**config.mk**
```make
export PLATFORM = sky130hd
export DESIGN_NAME = piso_serializer
export DESIGN_NICKNAME = d
export VERILOG_FILES = /design/src/rtl/piso_serializer.sv
export SDC_FILE = /design/constraint.sdc
export NUM_CORES = 1
export LEC_CHECK = 0
export ABC_AREA = 1
export BUFFER_PORTS_ARGS = -buffer_cell sky130_fd_sc_hd__buf_2
export CAP_MARGIN = 15
export CORE_MARGIN = 5
export CORE_UTILIZATION = 50
export CTS_CLUSTER_DIAMETER = 60
export DETAILED_ROUTE_END_ITERATION = 10
export PLACE_DENSITY = 0.74
export SLEW_MARGIN = 20
export SYNTH_ARGS = -nofsm -noshare
export SYNTH_HDL_FRONTEND = slang
export SYNTH_SLANG_ARGS = --single-unit
```
**constraint.sdc**
```tcl
create_clock -name clk -period 1.2 [get_ports clk]
set_input_delay 0.36 -clock clk [delete_from_list [all_inputs] [get_ports clk]]
set_output_delay 0.36 -clock clk [all_outputs]
set_load 0.01 [all_outputs]
```
**src/rtl/piso_serializer.sv**
```systemverilog
// Parallel-in, serial-out stage: accepts a WIDTH-bit word over valid/ready and
// shifts it out one bit per CLKS_PER_BIT cycles, with so_valid framing and a done pulse.
module piso_serializer #(
  parameter int WIDTH        = 8,
  parameter int CLKS_PER_BIT = 1,
  parameter int MSB_FIRST    = 1
) (
  input  logic             clk,
  input  logic             reset,
  input  logic [WIDTH-1:0] din,
  input  logic             din_valid,
  output logic             din_ready,
  output logic             so,
  output logic             so_valid,
  output logic             busy,
  output logic             done
);

  localparam int BW = (WIDTH > 1) ? $clog2(WIDTH) : 1;
  localparam int DW = (CLKS_PER_BIT > 1) ? $clog2(CLKS_PER_BIT) : 1;
  localparam logic [BW-1:0] BIT_LAST = BW'(WIDTH - 1);
  localparam logic [DW-1:0] DIV_LAST = DW'(CLKS_PER_BIT - 1);

  typedef enum logic {
    IDLE  = 1'b0,
    SHIFT = 1'b1
  } state_t;

  state_t           r_state;
  state_t           w_state_nxt;
  logic [WIDTH-1:0] r_shreg;
  logic [WIDTH-1:0] w_shreg_nxt;
  logic [WIDTH-1:0] w_shifted;
  logic [BW-1:0]    r_bit_cnt;
  logic [BW-1:0]    w_bit_nxt;
  logic [DW-1:0]    r_div_cnt;
  logic [DW-1:0]    w_div_nxt;
  logic             r_done;
  logic             w_done_nxt;
  logic             r_rdy_en;
  logic             w_out_bit;

  // Next-state, datapath and done-pulse decode
  always_comb begin
    w_state_nxt = r_state;
    w_shreg_nxt = r_shreg;
    w_bit_nxt   = r_bit_cnt;
    w_div_nxt   = r_div_cnt;
    w_done_nxt  = 1'b0;
    if (MSB_FIRST != 0) begin
      w_shifted = {r_shreg[WIDTH-2:0], 1'b0};
      w_out_bit = r_shreg[WIDTH-1];
    end else begin
      w_shifted = {1'b0, r_shreg[WIDTH-1:1]};
      w_out_bit = r_shreg[0];
    end
    case (r_state)
      IDLE: begin
        // r_rdy_en keeps the first post-reset cycle from accepting a word
        if (din_valid && r_rdy_en) begin
          w_state_nxt = SHIFT;
          w_shreg_nxt = din;
          w_bit_nxt   = {BW{1'b0}};
          w_div_nxt   = {DW{1'b0}};
        end else begin
          w_state_nxt = IDLE;
        end
      end
      SHIFT: begin
        if (r_div_cnt == DIV_LAST) begin
          w_div_nxt   = {DW{1'b0}};
          w_shreg_nxt = w_shifted;
          if (r_bit_cnt == BIT_LAST) begin
            w_state_nxt = IDLE;
            w_bit_nxt   = {BW{1'b0}};
            w_done_nxt  = 1'b1;
          end else begin
            w_bit_nxt = r_bit_cnt + BW'(1);
          end
        end else begin
          w_div_nxt = r_div_cnt + DW'(1);
        end
      end
      default: begin
        w_state_nxt = IDLE;
      end
    endcase
  end

  // State and datapath registers with synchronous reset
  always_ff @(posedge clk) begin
    if (reset) begin
      r_state   <= IDLE;
      r_shreg   <= {WIDTH{1'b0}};
      r_bit_cnt <= {BW{1'b0}};
      r_div_cnt <= {DW{1'b0}};
      r_done    <= 1'b0;
      r_rdy_en  <= 1'b0;
    end else begin
      r_state   <= w_state_nxt;
      r_shreg   <= w_shreg_nxt;
      r_bit_cnt <= w_bit_nxt;
      r_div_cnt <= w_div_nxt;
      r_done    <= w_done_nxt;
      r_rdy_en  <= 1'b1;
    end
  end

  assign busy      = (r_state == SHIFT);
  assign so_valid  = busy;
  assign din_ready = r_rdy_en & ~busy;
  assign so        = busy & w_out_bit;
  assign done      = r_done;

endmodule
```
-- Yosys cells after proc, flatten, opt, wreduce, memory -nomap -nowiden
Index checks and enable logic that the tools add are counted.
- shift-type cells: 0
- $add $sub $neg: 2
- equal/unequal tests: 3
- muxes and demuxes: 16
- div/mod/pow operators: 0
- reduce and logical (&&, ||, !) cells: 3
- magnitude comparators: 0
- bitwise logic cells: 3
- $mul: 0
- operators by type and width (kind ; number):
    two-way mux 8 bit ; 2
    case mux 8 bit (2 select lines) ; 1
    two-way mux 3 bit ; 3
    two-way mux 1 bit ; 7
    case mux 3 bit (2 select lines) ; 1
    != test 2 bit (second input constant) ; 2
    case mux 1 bit (2 select lines) ; 2
    adder 3 x 1 -> 3 bit (second input constant) ; 1
    equality test 3 bit (second input constant) ; 1
    OR reduction 3 bit ; 1
    bitwise AND 1 bit ; 2
    AND reduction 2 bit ; 1
    adder 1 bit (second input constant) ; 1
    logical AND 1 bit ; 1
    inverter 1 bit ; 1
- bits in latches: 0
- memory bits (read-only): 0
- logic and storage cells: 33
- memories kept: 0
- memory bits (writable): 0
- bits in registers: 15
- output and inout port bits: 5

-- Longest topological paths before layout
Gate-level depths: netlist of run 1.
- depth after elaboration: 4
- depth in mapped cells: 6
- mapped depth without buffers: 5

-- Worst setup path before layout of run 1
OpenSTA, ideal clock, no wires.
- kind: reg2out
- start: reg r_state (netlist: busy)
- end: out so
- slack: 0.046 ns
- data required time: 0.840 ns
- data arrival time: 0.794 ns
- stages on the path, launching flop included: 5
- cells stage by stage: dfxtp_1 > buf_6 > buf_6 > nand2_1 > inv_1
- longest elaborated chain between the ends: 1
- RTL lines (element ; line ; text):
    start: declaration ; 29 ; state_t r_state;
    start signal: assignment ; 100 ; r_state <= w_state_nxt;
    bitwise AND 1 bit ; 112 ; assign so = busy & w_out_bit;
    end: declaration ; 13 ; output logic so,
Every way passes these cells.

-- Final worst setup path of run 1
Same ends and word-level chain as after synthesis.

==> results of run 1 <==
flip-flops by register name (all words and copies together) (netlist names):
signal / count
r_shreg: 8
busy: 1
r_rdy_en: 1
done: 1
r_bit_cnt: 3
synthesized netlist by cell type:
master,number,area (um^2)
nand2_1,34,128
nor2_1,18,67.6
dfxtp_1,14,280
inv_1,13,48.8
nand3_1,10,50.1
buf_6,3,33.8
ha_1,3,37.5
a21oi_1,2,10.0
nand2_2,2,12.5
o21ai_0,2,10.0
a21oi_2,1,8.76
and3_1,1,6.26
buf_2,1,5.00
buf_4,1,7.51
inv_6,1,8.76
o21ai_2,1,8.76
where the power goes:
group | total (uW) | switching [uW] | internal [uW]
logic | 193 | 109 | 84.2
registers | 520 | 23.2 | 496
clock network | 348 | 163 | 185
stage by stage:
step	hold WS [ns]	total power [uW]	worst slack (ns)	instances	util (%)
5_1_grt	0.231	1130	-0.108	142	65.7
6_report	0.234	1060	-0.0487	142	65.7
2_1_floorplan	0.429	662	0.0465	107	-
3_3_place_gp	0.475	707	0.145	137	60.6
3_5_place_dp	0.486	710	0.0863	137	60.6
4_1_cts	0.235	1060	-0.0468	143	65.7
worst max-delay path, cell delays in order, from the launching register on:
cell and delay (ns):
dfxtp_4 0.41, nand2_4 0.05, inv_2 0.06, buf_6 0.09
routing by layer:
layer,part of all wire (%),vias up
li1,-,364
met1,47,282
met2,43,23
met3,8.6,2
met4,0.65,0
met5,0,-
path summary, 6_finish.rpt:
kind	slack (ns)	cells past startpoint	from	end
worst min-delay path	0.23	2	reset	r_shreg[0]$_SDFFE_PP0P_
worst max register to register	0.12	6	busy$_SDFF_PP0_	r_shreg[6]$_SDFFE_PP0P_
worst max-delay path	-0.05	3	busy$_SDFF_PP0_	so
worst min register to register	0.50	2	r_bit_cnt[1]$_SDFFE_PP0P_	r_bit_cnt[1]$_SDFFE_PP0P_
cell type report:
cell class	count	area [um^2]	area share (%)
clock buffers	4	36.3	4.14
repair buffers	21	126	14.4
inverters	14	60.1	6.86
well taps	15	18.8	2.14
multi-input cells	74	349	39.9
flip-flops and latches	14	285	32.6
cells by family after synthesis:
kind of cell,synth area share (%)
simple gates,36.5
buf+inv,14.4
flops,38.8
compound gates,5.19
fa+ha+maj,5.19
repair_timing:
action / 4_1_cts / 5_1_grt
gates resized for setup: 8 / 2
setup endpoints to repair: 4 / 5
pin swaps: 2 / 0
buffers inserted: 2 / 0
==> impl_metrics.yaml, run 1 <==
final_layout:
  drive_above_1_share_pct: 28.3
  layout.nets: 142
  final_area_um2: 876
  final_common_cell: "nand2_1"
  n_antenna_cell: 0
  layout_common_cells: "33 x nand2_1, 17 x nor2_1, 14 x buf_2"
  fill_cells: 122
  area_growth_pct: 21.1
synth:
  synth_area_per_cell_um2: 6.76
  yosysWarnings: 0
  ys_ff_latch: 14
  syn-instance-count: 107
  ys_seq_area_share_pct: 38.8
  syn_nets: 121
  ys_types: 16
  netlist_area_um2: 723
die:
  num_rows: 13
  die-area_mm2: 0.00231
  io-pin-count: 16
  die_w_um: 48.0
  initial_core_util_pct: 54.2
  die_y_um: 48.0
  coreArea_mm2: 0.00133
routing:
  drc: 0
  vias_per_cell: 4.73
  first_pass_iters: 4
  wl_per_cell_um: 10.8
  ant_nets: 0
  routed_wl_um: 1530
  drt-initial-drc-count: 19
  via_count: 671
sta:
  setup_viol: 2
  slew_headroom_pct: 85.7
  slew_viol_final: 0
  fin_ws_ns: -0.0487
  fmax_mhz: 801
  hold_violations: 0
  final.min_clock_period_ns: 1.25
  worst_pin_slew_ns: 0.213
  period_share_pct: 104
  fin_skew_ns: 0.000930
  rsz0062_at_grt: "true"
  tns_ns: -0.0820
flow_run:
  cap_viol_max_count: 0
global_routing:
  grt_antenna_before_repair: 0
  grt_pass1_wl_um: 2620
  track_usage_pct: 16.6
  grt_max_degree: 18
  grt_use_met3_pct: 7.14
  grt-ovfl-total: 0
  grt.busiest_layer: "met2"
  use_met1_pct: 21.9
  grt_use_met2_pct: 24.5
  grt_pass1_vias: 619
worst_setup_path:
  cp-end-kind: "output port"
  worstSetupStartpointType: "flip-flop"
  critical_path_required_ns: 0.84
  path_class: "flip-flop to output port"
  arrival_ns: 0.89
  crit_fanout: 7
place:
  dpl.hpwl_um: 1050
  port_buffers: 15
  place_area_um2: 808
  finalWeightedCongestion: 0.774
clock_network:
  cts_root_buf: "clkbuf_4"
  clock_path_buffers: 2
  path_clk_slew_ns: 0.09
  cts_buffers: 3
  cts_sinks: 14
  cts_tree: "yes"
  clk_latency_ns: 0.28
  cts_max_level: 1
  ctsHoldBuffers: 0
outcome:
  violations: "setup timing"
  outcome: "finished, violations left"
power_and_ir_drop:
  peakVddDrop_mv: 0.997
  p_per_area_mw_per_mm2: 1210
  leakagePower_uw: 0.000499
min_path:
  holdCritPathClass: "input pin to flip-flop"
No activity file was read; power rests on OpenSTA's default activity.
==> run 2, diff against run 1 <==
--- a/config.mk
+++ b/config.mk
@@ -9,10 +9,10 @@
 export BUFFER_PORTS_ARGS = -buffer_cell sky130_fd_sc_hd__buf_2
 export CAP_MARGIN = 15
 export CORE_MARGIN = 5
-export CORE_UTILIZATION = 50
+export CORE_UTILIZATION = 51
 export CTS_CLUSTER_DIAMETER = 60
 export DETAILED_ROUTE_END_ITERATION = 10
-export PLACE_DENSITY = 0.74
+export PLACE_DENSITY = 0.76
 export SLEW_MARGIN = 20
 export SYNTH_ARGS = -nofsm -noshare
 export SYNTH_HDL_FRONTEND = slang
==> run 2 against run 1 <==
Effect of this change: the flow still finishes with violations (setup timing); hold slack improved by 0.014 ns; power fell by 0.30%; combinational power grew 7%; largest cell class unchanged.
==> impl_metrics.yaml, run 2 (same netlist as run 1, synthesis figures left out) <==
outcome:
  outcome: "finished, violations left"
  violations: "setup timing"
sta:
  final.min_clock_period_ns: 1.24
  rsz0062_at_grt: "true"
  hold_violations: 0
  slew_viol_final: 0
  worst_pin_slew_ns: 0.399
  fmax_mhz: 805
  setup_viol: 4
  tns_ns: -0.140
  fin_skew_ns: 0.00425
  period_share_pct: 104
  slew_headroom_pct: 73.4
  fin_ws_ns: -0.0425
clock_network:
  clock_path_buffers: 2
  cts_max_level: 1
  cts_sinks: 14
  ctsHoldBuffers: 0
  path_clk_slew_ns: 0.09
  cts_root_buf: "clkbuf_4"
  clk_latency_ns: 0.27
  cts_tree: "yes"
  cts_buffers: 3
final_layout:
  seq_area_um2: 285
  layout_common_cells: "33 x nand2_1, 17 x nor2_1, 12 x inv_1, 12 x dfxtp_1, 12 x buf_2"
  top_register: "r_shreg"
  final_area_um2: 896
  top_regs: "r_shreg (8), r_bit_cnt (3)"
  multi_input_area_um2: 344
  fin_cells: 142
  drive_above_1_share_pct: 27.6
  n_antenna_cell: 0
  fill_cells: 112
  largest_register_ffs: 8
  final_common_cell: "nand2_1"
  area_growth_pct: 23.9
  layout.nets: 142
min_path:
  min_to: "r_shreg[0]$_SDFFE_PP0P_"
  holdCritPathClass: "input pin to flip-flop"
  hold_depth: 2
  hold_start: "reset"
die:
  die_w_um: 47.7
  io-pin-count: 16
  num_rows: 13
  coreArea_mm2: 0.00132
  initial_core_util_pct: 54.9
  die-area_mm2: 0.00227
  die_y_um: 47.7
worst_setup_path:
  cp-end-kind: "output port"
  critical_path_required_ns: 0.84
  slowest_delay_ns: 0.37
  crit_fanout: 4
  reg2reg_from: "busy$_SDFF_PP0_"
  slowest_stage: "dfxtp_4"
  r2r_slack_ns: 0.07
  worstSetupStartpointType: "flip-flop"
  arrival_ns: 0.88
  critPathLaunch: "busy$_SDFF_PP0_"
  cp_cell_sequence: "buf_12 > buf_6"
  path_class: "flip-flop to output port"
  r2r_cells: 7
  r2r-end: "r_shreg[1]$_SDFFE_PP0P_"
flow_run:
  cap_viol_max_count: 0
routing:
  drc: 0
  ant_nets: 0
  vias_per_cell: 4.88
  wl_per_cell_um: 10.7
  drt-initial-drc-count: 14
  via_count: 693
  first_pass_iters: 4
  routed_wl_um: 1520
place:
  dp.cells: 136
  finalWeightedCongestion: 0.799
  port_buffers: 15
  dpl.hpwl_um: 1030
  place_area_um2: 813
global_routing:
  grt_pass1_vias: 604
  grt-ovfl-total: 0
  track_usage_pct: 15.4
  grt_antenna_before_repair: 0
  grt_max_degree: 18
  grt_pass1_wl_um: 2480
power_and_ir_drop:
  leakagePower_uw: 0.000497
  p_per_area_mw_per_mm2: 1180
  peakVddDrop_mv: 0.896
## run 2: area by class of cell
cell class                      count  area share [%]
Clock buffer                        4            4.05
Inverter                           14            6.70
Multi-Input combinational cell     74            38.4
Sequential cell                    14            31.8
Tap cell                           15            2.09
Timing Repair Buffer               21            16.9
## run 2: worst max path at each step
stage                                      endpoint  cells past startpoint
after global placement    r_bit_cnt[0]$_SDFFE_PP0P_                      4
after floorplan                                  so                      4
final                                      so_valid                      2
after CTS                                  so_valid                      2
after detailed placement  r_bit_cnt[0]$_SDFFE_PP0P_                      4
after global routing                       so_valid                      2
## run 2: where the power goes
| part | total (uW) | internal (uW) | leakage [uW] | switching [uW] |
|---|---|---|---|---|
| combinational | 206 | 93.3 | 0.000360 | 112 |
| sequential | 516 | 496 | 0.000116 | 19.3 |
| clock | 336 | 184 | 0.0000210 | 152 |
| total | 1060 | 774 | 0.000497 | 284 |
## run 2: metrics by stage
stage	total power, uW	hold WS [ns]	util, %	worst slack, ns
after floorplan	662	0.429	-	0.0465
after global placement	709	0.475	61.7	0.131
after detailed placement	713	0.474	61.7	0.111
after CTS	1060	0.245	67.0	-0.0356
after global routing	1120	0.243	68.0	-0.0757
final	1060	0.248	68.0	-0.0425
## run 2: metal layers
layer | up-vias | track usage [%] | wire [um]
li1 | 366 | - | -
met2 | 23 | 23.8 | 740
met1 | 302 | 20.7 | 667
met3 | 2 | 3.38 | 101
met4 | 0 | 6.45 | 11
met5 | - | 0 | 0
## run 2: timing repair
action / in CTS / in global routing
setup endpoints to repair: 4 / 6
pin swaps: 1 / 1
setup buffers: 2 / 0
gates resized for setup: 5 / 5
cloned: 0 / 0
## run 2: worst max-delay path: cells and delay by family, from the launching register on
kind	cells	cell delay, ns
flip-flops	1	0.37
buffers and inverters	2	0.24
==> run 3, diff against run 2 <==
--- a/config.mk
+++ b/config.mk
@@ -5,14 +5,13 @@
 export SDC_FILE = /design/constraint.sdc
 export NUM_CORES = 1
 export LEC_CHECK = 0
-export ABC_AREA = 1
 export BUFFER_PORTS_ARGS = -buffer_cell sky130_fd_sc_hd__buf_2
 export CAP_MARGIN = 15
 export CORE_MARGIN = 5
-export CORE_UTILIZATION = 51
+export CORE_UTILIZATION = 49
 export CTS_CLUSTER_DIAMETER = 60
 export DETAILED_ROUTE_END_ITERATION = 10
-export PLACE_DENSITY = 0.76
+export PLACE_DENSITY = 0.8
 export SLEW_MARGIN = 20
 export SYNTH_ARGS = -nofsm -noshare
 export SYNTH_HDL_FRONTEND = slang
==> run 3 against run 2 <==
Effect of this change: the flow still finishes with violations (setup timing); critical path depth is the same; synthesized area shrank 11%; utilization shrank 0.74 points; combinational power shrank 19%; hold slack gained 0.069 ns; setup slack gained 0.0042 ns; clock power shrank 1%; die area shrank 6.1%; count of clock-buffer cells in the layout is the same; fmax grew 0.34%; wire length shrank 8.6%; largest cell class unchanged; highest routed layer unchanged.
==> impl_metrics.yaml, run 3 <==
global_routing:
  grt_antenna_before_repair: 0
  track_usage_pct: 15.7
  grt_pass1_wl_um: 2350
  grt_max_degree: 13
  grt_pass1_vias: 531
  grt-ovfl-total: 0
final_layout:
  layout_common_cells: "12 x buf_2, 11 x dfxtp_1, 8 x nor2b_1, 8 x nor3_1, 6 x and3_1"
  drive_above_1_share_pct: 44.4
  area_growth_pct: 32.9
  final_common_cell: "buf_2"
  largest_register_ffs: 8
  fin_cells: 105
  top_register: "r_shreg"
  top_regs: "r_shreg (8), r_bit_cnt (3)"
  fill_cells: 114
  layout.nets: 105
  n_antenna_cell: 0
  utilization_pct: 67.3
worst_setup_path:
  worstSetupStartpointType: "flip-flop"
  slowest_stage: "dfxtp_4"
  path_class: "flip-flop to output port"
  slowest_delay_ns: 0.36
  critPathLaunch: "busy$_SDFF_PP0_"
  critical_path_required_ns: 0.84
  reg2reg_from: "r_bit_cnt[0]$_SDFFE_PP0P_"
  cp-end-kind: "output port"
  cp_cell_sequence: "and2_4 > buf_6"
  arrival_ns: 0.88
  crit_fanout: 5
  r2r_slack_ns: 0.08
power_and_ir_drop:
  p_per_area_mw_per_mm2: 1180
  power.total_uw: 1010
  leakagePower_uw: 0.000399
  peakVddDrop_mv: 0.813
place:
  dp.cells: 96
  dpl.hpwl_um: 891
  post-place-ws_ns: 0.0312
  port_buffers: 15
  finalWeightedCongestion: 0.738
synth:
  synth_edf_count: 0
  syn_nets: 83
  ys_ff_latch: 14
  synth_area_per_cell_um2: 9.30
  yosysWarnings: 0
  syn-instance-count: 69
  ys_types: 22
  synth_area_leader_cell: "dfxtp_1"
  synth_most_common_cell: "dfxtp_1"
  synth.top_cell.area_share_pct: 43.7
  synth_area_leaders: "dfxtp_1 44%, a211oi_1 8.2%, nor2b_1 7.8%"
  ys_dominant_reg_cell: "dfxtp_1"
  netlist_area_um2: 642
  ys_seq_area_share_pct: 43.7
  ys_async_sr_fraction_pct: 0
  synthTopCellsByCount: "14 x dfxtp_1, 8 x nor2b_1, 8 x nor3_1"
sta:
  slew_viol_final: 0
  setup_viol: 4
  tns_ns: -0.110
  fin_skew_ns: 0.00733
  fmax_mhz: 808
  period_share_pct: 103
  fin_ws_ns: -0.0382
  worst_pin_slew_ns: 0.197
  final.min_clock_period_ns: 1.24
  hold_violations: 0
  rsz0062_at_grt: "true"
  slew_headroom_pct: 86.8
routing:
  drt-initial-drc-count: 7
  wl_per_cell_um: 13.2
  ant_nets: 0
  via_count: 548
  drc: 0
  routed_wl_um: 1390
  first_pass_iters: 2
  vias_per_cell: 5.22
clock_network:
  cts_root_buf: "clkbuf_4"
  cts_max_level: 1
  cts_buffers: 3
  path_clk_slew_ns: 0.09
  clock_path_buffers: 2
  cts_tree: "yes"
  clk_latency_ns: 0.28
  cts_sinks: 14
die:
  io-pin-count: 16
  die_w_um: 46.2
  die_y_um: 46.2
  die-area_mm2: 0.00213
  coreArea_mm2: 0.00127
  initial_core_util_pct: 50.6
  num_rows: 13
min_path:
  holdCritPathClass: "input pin to flip-flop"
  hold_start: "reset"
flow_run:
  cap_viol_max_count: 0
outcome:
  violations: "setup timing"
  outcome: "finished, violations left"
==> run 3: cell count changes after synthesis, moves of 5 or more <==
cell and delta:
a211oi_1 +7, and3_1 +5, inv_1 -12, nand2_1 -32, nand3_1 -10, nor2_1 -17
nor2b_1 +8, nor3_1 +8
==> run 3: report_power, final <==
group          total [uW]  internal (uW)  switching [uW]  leakage, uW
Clock                 331            184             146    0.0000210
Sequential            512            492            19.9     0.000116
Combinational         167           90.3            76.3     0.000262
==> run 3: path summary, 6_finish.rpt <==
| path | to | depth (start not counted) |
|---|---|---|
| hold reg to reg | r_shreg[1]$_SDFFE_PP0P_ | 2 |
| hold / removal | r_rdy_en$_DFF_P_ | 2 |
| setup reg to reg | busy$_SDFF_PP0_ | 4 |
| setup / recovery | so | 2 |
==> run 3: what timing repair did <==
action	CTS	global route
setup endpoints to repair	5	9
hold buffers	0	0
buffers inserted	5	0
hold endpoints to repair	0	0
pin swaps	1	0
gates resized for setup	5	11
==> run 3: logic make-up (layout without fill, tap and decap cells) <==
family	Yosys count	after routing	share of synthesized area (%)
adders and majority gates	3	3	5.85
muxes	2	2	3.31
buffers and inverters	6	27	5.46
DFF	14	14	43.7
AOI/OAI and AO/OA	11	11	11.3
and+or+nand+nor	33	33	30.4
==> run 3: critical path, delay by kind of cell, from the launching register on <==
kind	cells	cell delay [ns]
flip-flops	1	0.36
AND/OR/NAND/NOR	1	0.13
buffers and inverters	1	0.11
==> run 3: routing by layer <==
metal | track usage, % | wire length [um] | vias up | part of all wire (%)
met5 | 0 | 0 | - | 0
met4 | 5.11 | 14 | 0 | 1.0
met3 | 5.86 | 62 | 2 | 4.5
met2 | 26.9 | 724 | 10 | 52
met1 | 17.7 | 587 | 248 | 42
li1 | - | - | 288 | -
==> run 3: stage by stage <==
step | cell area, um^2 | hold WS (ns)
finish | 853 | 0.317
global route | 853 | 0.318
CTS | 810 | 0.309
detailed placement | 721 | 0.492
global placement | 721 | 0.484
floorplan | 643 | 0.429
==> run 3: final cells by class <==
cell class	count	area, um^2	share of cell area [%]
multi-input combinational	49	359	42.1
inverter	1	3.75	0.440
sequential	14	289	33.9
tap	15	18.8	2.20
timing repair buffer	22	146	17.2
clock buffer	4	36.3	4.25
